File: src/rtl/posit_pkg.sv
// Shared posit constants and types used by the encoder, decoder and multiplier.
package posit_pkg;

    localparam int POSIT_N  = 8;
    localparam int POSIT_ES = 2;
    localparam int SCALE_W  = 7;

    function automatic int sat_bound(input int n, input int es);
        return (n - 2) << es;
    endfunction

    localparam int SAT_BOUND = sat_bound(POSIT_N, POSIT_ES);

    typedef enum logic [2:0] {
        K_NORM,
        K_ZERO,
        K_NAR,
        K_MAX,
        K_MIN
    } kind_t;

endpackage

File: src/rtl/posit_round.sv
// Round-to-nearest-even on a posit magnitude, clamped to [minpos, maxpos].
module posit_round
    import posit_pkg::*;
#(
    parameter int N = POSIT_N
) (
    input  logic [N-2:0] mag,
    input  logic         guard,
    input  logic         sticky,
    output logic [N-2:0] rounded
);

    logic up;

    always_comb begin
        up      = guard && (sticky || mag[0]);
        rounded = mag;
        // Incrementing maxpos would spill into the NaR pattern.
        if (up && !(&mag)) begin
            rounded = mag + 1'b1;
        end
        if (rounded == '0) begin
            rounded = {{(N-2){1'b0}}, 1'b1};
        end
    end

endmodule

File: src/rtl/posit_encode.sv
// Two-stage posit encoder: scale decode and saturation check, then
// pack, round and negate, with a valid/ready handshake on both sides.
module posit_encode
    import posit_pkg::*;
#(
    parameter int N  = POSIT_N,
    parameter int ES = POSIT_ES
) (
    input  logic               clk,
    input  logic               reset,
    input  logic               in_valid,
    output logic               in_ready,
    input  logic               in_sign,
    input  logic [SCALE_W-1:0] in_scale,
    input  logic [N-4:0]       in_frac,
    input  logic               in_sticky,
    input  logic               in_zero,
    input  logic               in_nar,
    output logic               out_valid,
    input  logic               out_ready,
    output logic [N-1:0]       out_posit,
    output logic               out_sat
);

    localparam int BOUND = sat_bound(N, ES);
    localparam logic signed [SCALE_W-1:0] SAT_HI = SCALE_W'(BOUND);
    localparam logic signed [SCALE_W-1:0] SAT_LO = SCALE_W'(-BOUND);
    localparam int L = 2*N + ES - 1;

    typedef struct packed {
        kind_t              kind;
        logic               sign;
        logic               neg;
        logic [SCALE_W-1:0] shamt;
        logic [ES-1:0]      exp;
        logic [N-4:0]       frac;
        logic               sticky;
    } s1_t;

    s1_t s1_d;
    s1_t s1_q;
    logic s1_valid;
    logic load_in;
    logic load2;

    logic signed [SCALE_W-1:0] scale_s;
    logic signed [SCALE_W-1:0] k;

    assign scale_s = $signed(in_scale);
    assign k       = scale_s >>> ES;

    always_comb begin
        s1_d.sign   = in_sign;
        s1_d.neg    = k[SCALE_W-1];
        // Run of k+1 ones needs shift k; run of -k zeros needs shift -k-1.
        s1_d.shamt  = k[SCALE_W-1] ? ~k : k;
        s1_d.exp    = in_scale[ES-1:0];
        s1_d.frac   = in_frac;
        s1_d.sticky = in_sticky;
        if (in_nar) begin
            s1_d.kind = K_NAR;
        end else if (in_zero) begin
            s1_d.kind = K_ZERO;
        end else if (scale_s > SAT_HI) begin
            s1_d.kind = K_MAX;
        end else if (scale_s < SAT_LO) begin
            s1_d.kind = K_MIN;
        end else begin
            s1_d.kind = K_NORM;
        end
    end

    logic signed [L-1:0] seed;
    logic signed [L-1:0] packed_w;
    logic [N-2:0]        mag;
    logic                guard;
    logic                stick;
    logic [N-2:0]        rounded;
    logic [N-2:0]        mag_sel;
    logic [N-1:0]        word_d;
    logic                sat_d;

    always_comb begin
        seed     = {~s1_q.neg, s1_q.neg, s1_q.exp, s1_q.frac, {N{1'b0}}};
        packed_w = seed >>> s1_q.shamt;
        mag      = packed_w[L-1 -: N-1];
        guard    = packed_w[L-N];
        stick    = (|packed_w[L-N-1:0]) | s1_q.sticky;
    end

    posit_round #(.N(N)) u_round (
        .mag     (mag),
        .guard   (guard),
        .sticky  (stick),
        .rounded (rounded)
    );

    always_comb begin
        mag_sel = rounded;
        sat_d   = 1'b0;
        case (s1_q.kind)
            K_MAX: begin
                mag_sel = '1;
                sat_d   = 1'b1;
            end
            K_MIN: begin
                mag_sel = {{(N-2){1'b0}}, 1'b1};
                sat_d   = 1'b1;
            end
            default: ;
        endcase
        word_d = {1'b0, mag_sel};
        if (s1_q.sign) begin
            word_d = ~word_d + 1'b1;
        end
        if (s1_q.kind == K_ZERO) begin
            word_d = '0;
        end
        if (s1_q.kind == K_NAR) begin
            word_d = {1'b1, {(N-1){1'b0}}};
        end
    end

    assign load2    = s1_valid && (!out_valid || out_ready);
    assign in_ready = !s1_valid || load2;
    assign load_in  = in_valid && in_ready;

    always_ff @(posedge clk or negedge reset) begin
        if (!reset) begin
            s1_valid  <= 1'b0;
            s1_q      <= '0;
            out_valid <= 1'b0;
            out_posit <= '0;
            out_sat   <= 1'b0;
        end else begin
            if (load_in) begin
                s1_valid <= 1'b1;
                s1_q     <= s1_d;
            end else if (load2) begin
                s1_valid <= 1'b0;
            end
            if (load2) begin
                out_valid <= 1'b1;
                out_posit <= word_d;
                out_sat   <= sat_d;
            end else if (out_ready) begin
                out_valid <= 1'b0;
            end
        end
    end

endmodule
File: config.mk
export PLATFORM = sky130hd
export DESIGN_NAME = posit_encode
export DESIGN_NICKNAME = d
export VERILOG_FILES = /design/src/rtl/posit_pkg.sv /design/src/rtl/posit_round.sv /design/src/rtl/posit_encode.sv
export SDC_FILE = /design/constraint.sdc
export NUM_CORES = 1
export LEC_CHECK = 0
export CORE_ASPECT_RATIO = 0.6
export CORE_MARGIN = 2
export CORE_UTILIZATION = 55
export DETAILED_ROUTE_END_ITERATION = 10
export PLACE_DENSITY = 0.78
export SETUP_SLACK_MARGIN = 0.3
export SLEW_MARGIN = 0
export SYNTH_ARGS = -nofsm -noshare
export SYNTH_HDL_FRONTEND = slang
export SYNTH_HIERARCHICAL = 1
export SYNTH_SLANG_ARGS = --single-unit
File: constraint.sdc
create_clock -name clk -period 4.79 [get_ports clk]
set_input_delay 0.479 -clock clk [delete_from_list [all_inputs] [get_ports clk]]
set_output_delay 0.479 -clock clk [all_outputs]
set_load 0.005 [all_outputs]
==> impl_results.md <==
- Worst clock skew: 5.991 ps
- Count of unresolved DRC violations after routing: 0
- Async set or reset register ratio after synthesis: 100.0%
- H-tree depth: 1
- Synth-to-Final Area Change: 17.22%
- Tmin final: 4197 ps
- Sequential-to-total area share from yosys stat: 32.46%
- Number of nets produced by synthesis: 269
- Via count: 1,960
- TritonCTS clock tree: done
- I/O pin cnt: 31
- Worst EP arrival: 4360 ps
- FF+latch area: 701.9 sq um
- Placeable core region: 3722 sq um
- Footprint of the multi-input gates: 1335 sq um
- Library cells used by synthesis: 59
- Die Outline Area: 4458 sq um
- Chip width: 84.87 microns
- Total of buffers placed on input and output ports: 30
- Final weighted congestion in routability-driven placement: 0.8744
- Total wirelength of the detailed-routed design: 5.201 mm
- Worst reg2reg path endpoint: out_posit[4]
- Residual overflow from global routing: 0
- Launching element type of the critical path: flop
- CTS Root Buffer Type: sky130_fd_sc_hd__clkbuf_8
- RSZ-0062 raised after global routing: no
- Power Density: 437.2 nW/um^2
- Worst Setup End Kind: flop
- Fraction of the cycle the final worst path needs: 87.61%
- Worst Hold Slack: 492.0 ps
- Maximum resistive drop on vdd: 0.2000 mV
- Latest clock arrival within the worst-skew pair: 280 ps
- Result of the run: finished clean
- Number of buffers added by the clock tree synthesis step: 3
- Slew at the pin with the worst max-slew slack: 863.4 ps
- Total power of the final layout: 1106 uW
- Number of nets still failing antenna checks after routing: 0
- Worst min-delay path category: flop to flop
- Antenna violations before repair: 0
- Std cell rows: 17
- Critical Path Source: s1_q[8]
- Required time of the worst setup path: 4950 ps
- Average routed wire per standard cell: 16.51 microns
- Pin count of the biggest net entering global routing: 29
- Max-slew headroom at the worst pin: 41.95%
- Vias in the first global route: 1,715
- Final max-slew violation count: 0
- Clock-pin slew of the registers on the worst-case setup and hold paths: 110 ps
- Maximum fanout encountered on the critical timing path: 9
- Share of post-route cells with drive strength above 1: 14.93%
- Total Routing Usage GR: 23.79%
- R2R Setup Slk: 590 ps
- Post-Route Utilization: 67.97%
- Total iterations of the first detailed-routing run: 5
- Post-synthesis cell area: 2158 sq um
- YS warnings: 6
- Starting density of the core: 57.98%
- CTS Buffer Depth: 2
- Type of the worst setup path: flop to flop
- Flop and latch count out of synthesis: 28
- Gate count of the mapped netlist: 245
- Count of endpoints failing setup in the final report: 0
- Wire length of the first global-routing pass: 8.335 mm
- Number of violations of the max-capacitance limit: 0
- Count of final hold-check violations: 0
- DR iter-0 viols: 241
- Sum of negative setup slack: 0 ps
- Number of fill cells in the layout: 304
- Launch instance of the worst register-to-register path: s1_q[8]
- CTS sink count: 28
- Path depth of the worst reg2reg path: 17
- Via-per-instance ratio: 6.222
- Number of enable flip-flop cells after synthesis: 0
- Final HPWL from detailed placement: 3.675 mm
- Top achievable clock speed: 238.3 MHz
- Standby leakage power: 0.001014 uW
- Die Y: 52.53 microns
- Number of antenna cells inserted: 0
- Primary FF master, synth: sky130_fd_sc_hd__dfrtp_1
- Syn Area/Cell: 8.809 sq um
- Capture point of the critical path: out_posit[4]
- Total Nets Final: 293
[layout by cell type, fill, tap and decap left out, types with 3 or more instances in the layout]
master	netlist	layout
sky130_fd_sc_hd__clkdlybuf4s50_1	0	30
sky130_fd_sc_hd__nor2_1	27	27
sky130_fd_sc_hd__dfrtp_1	28	27
sky130_fd_sc_hd__nand2_1	22	22
sky130_fd_sc_hd__o21ai_0	17	17
sky130_fd_sc_hd__a21oi_1	16	16
sky130_fd_sc_hd__mux2_2	14	14
sky130_fd_sc_hd__xnor2_1	11	10
sky130_fd_sc_hd__xor2_1	8	8
sky130_fd_sc_hd__inv_1	7	7
sky130_fd_sc_hd__o21ai_1	6	6
sky130_fd_sc_hd__o31ai_1	6	5
sky130_fd_sc_hd__nor3_1	4	4
sky130_fd_sc_hd__nand2b_1	4	4
sky130_fd_sc_hd__ha_1	4	4
sky130_fd_sc_hd__a21o_1	3	3
sky130_fd_sc_hd__o211ai_1	3	3
sky130_fd_sc_hd__nand3_1	3	3
sky130_fd_sc_hd__clkbuf_8	1	3
sky130_fd_sc_hd__buf_4	1	3
[routing by layer]
layer,global-route usage (%),part of all wire [%],vias up
met1,37.14,50,930
met3,5.669,7.6,12
met5,0,0,-
met4,4.233,1.4,0
li1,-,-,921
met2,33.20,41,97
[final cells by class]
class | count | area share (%)
multi-input cells | 193 | 52.77
flip-flops and latches | 28 | 27.74
repair buffers | 33 | 12.76
well taps | 47 | 2.324
clock buffers | 3 | 1.632
inverters | 10 | 1.583
clock inverters | 1 | 1.187
[Yosys cell counts (3+ instances only)]
master | n | area, sq um
sky130_fd_sc_hd__a21o_1 | 3 | 22.52
sky130_fd_sc_hd__a21oi_1 | 16 | 80.08
sky130_fd_sc_hd__buf_2 | 5 | 25.02
sky130_fd_sc_hd__buf_6 | 3 | 33.78
sky130_fd_sc_hd__clkbuf_1 | 4 | 15.01
sky130_fd_sc_hd__dfrtp_1 | 28 | 700.7
sky130_fd_sc_hd__ha_1 | 4 | 50.05
sky130_fd_sc_hd__inv_1 | 7 | 26.28
sky130_fd_sc_hd__mux2_2 | 14 | 157.7
sky130_fd_sc_hd__nand2_1 | 22 | 82.58
sky130_fd_sc_hd__nand2b_1 | 4 | 25.02
sky130_fd_sc_hd__nand3_1 | 3 | 15.01
sky130_fd_sc_hd__nor2_1 | 27 | 101.4
sky130_fd_sc_hd__nor3_1 | 4 | 20.02
sky130_fd_sc_hd__o211ai_1 | 3 | 22.52
sky130_fd_sc_hd__o21ai_0 | 17 | 85.08
sky130_fd_sc_hd__o21ai_1 | 6 | 30.03
sky130_fd_sc_hd__o31ai_1 | 6 | 45.04
sky130_fd_sc_hd__xnor2_1 | 11 | 96.34
sky130_fd_sc_hd__xor2_1 | 8 | 70.07
[state kept, by name, summed over array words and instances (netlist names)]
register,cells
out_posit,8
out_sat,1
out_valid,1
s1_q,17
s1_valid,1
[worst min-delay path by stage]
stage,start,end,cells after the start
2_1_floorplan,reset,out_posit[0],0
3_3_place_gp,out_sat,out_sat,2
3_5_place_dp,out_posit[1],out_posit[1],2
4_1_cts,out_posit[1],out_posit[1],2
5_1_grt,out_posit[1],out_posit[1],2
6_report,out_posit[1],out_posit[1],2
[logic make-up after synthesis]
group                    Yosys count  synth area share [%]
AO/OA/AOI/OAI                     78                 25.04
XOR/XNOR                          19                 7.710
adder cells (fa/ha/maj)            5                 2.841
buffers and inverters             24                 6.261
flip-flops                        28                 32.46
multiplexers                      18                 9.623
AND/OR/NAND/NOR                   73                 16.06
[repair_timing]
action | 4_1_cts | 5_1_grt
hold buffers | 0 | 0
buffers inserted | 0 | 1
resized for setup | 0 | 3
endpoints found under the setup margin | 0 | 6
[power breakdown]
part	switching, uW	total, uW	leakage [uW]	internal (uW)
Sequential	69.8	357	0.000335	287
Combinational	290	557	0.000644	267
Clock	80.3	192	0.0000357	112
[worst max-delay path, stage by stage (launching register included)]
cell and delay [ps]:
sky130_fd_sc_hd__dfrtp_2 520, sky130_fd_sc_hd__mux2_2 380, sky130_fd_sc_hd__mux2_2 290, sky130_fd_sc_hd__nor2_1 140
sky130_fd_sc_hd__a21o_1 140, sky130_fd_sc_hd__a21boi_1 180, sky130_fd_sc_hd__ha_1 320, sky130_fd_sc_hd__and3_4 220
sky130_fd_sc_hd__a41oi_4 320, sky130_fd_sc_hd__nand4_1 190, sky130_fd_sc_hd__xnor2_2 260, sky130_fd_sc_hd__o31ai_2 120
sky130_fd_sc_hd__nor3_1 290, sky130_fd_sc_hd__ha_1 220, sky130_fd_sc_hd__inv_1 60, sky130_fd_sc_hd__o21a_1 190
sky130_fd_sc_hd__xnor2_1 150, sky130_fd_sc_hd__o21ai_1 70
[per-stage QoR]
stage	setup slack (ps)	area (sq um)	std cells
floorplan	1007	2158	245
global placement	708.4	2437	310
detailed placement	513.3	2437	310
CTS	336.4	2509	314
global route	331.8	2530	315
finish	593.3	2530	315
No activity file was read; power rests on OpenSTA's default activity.
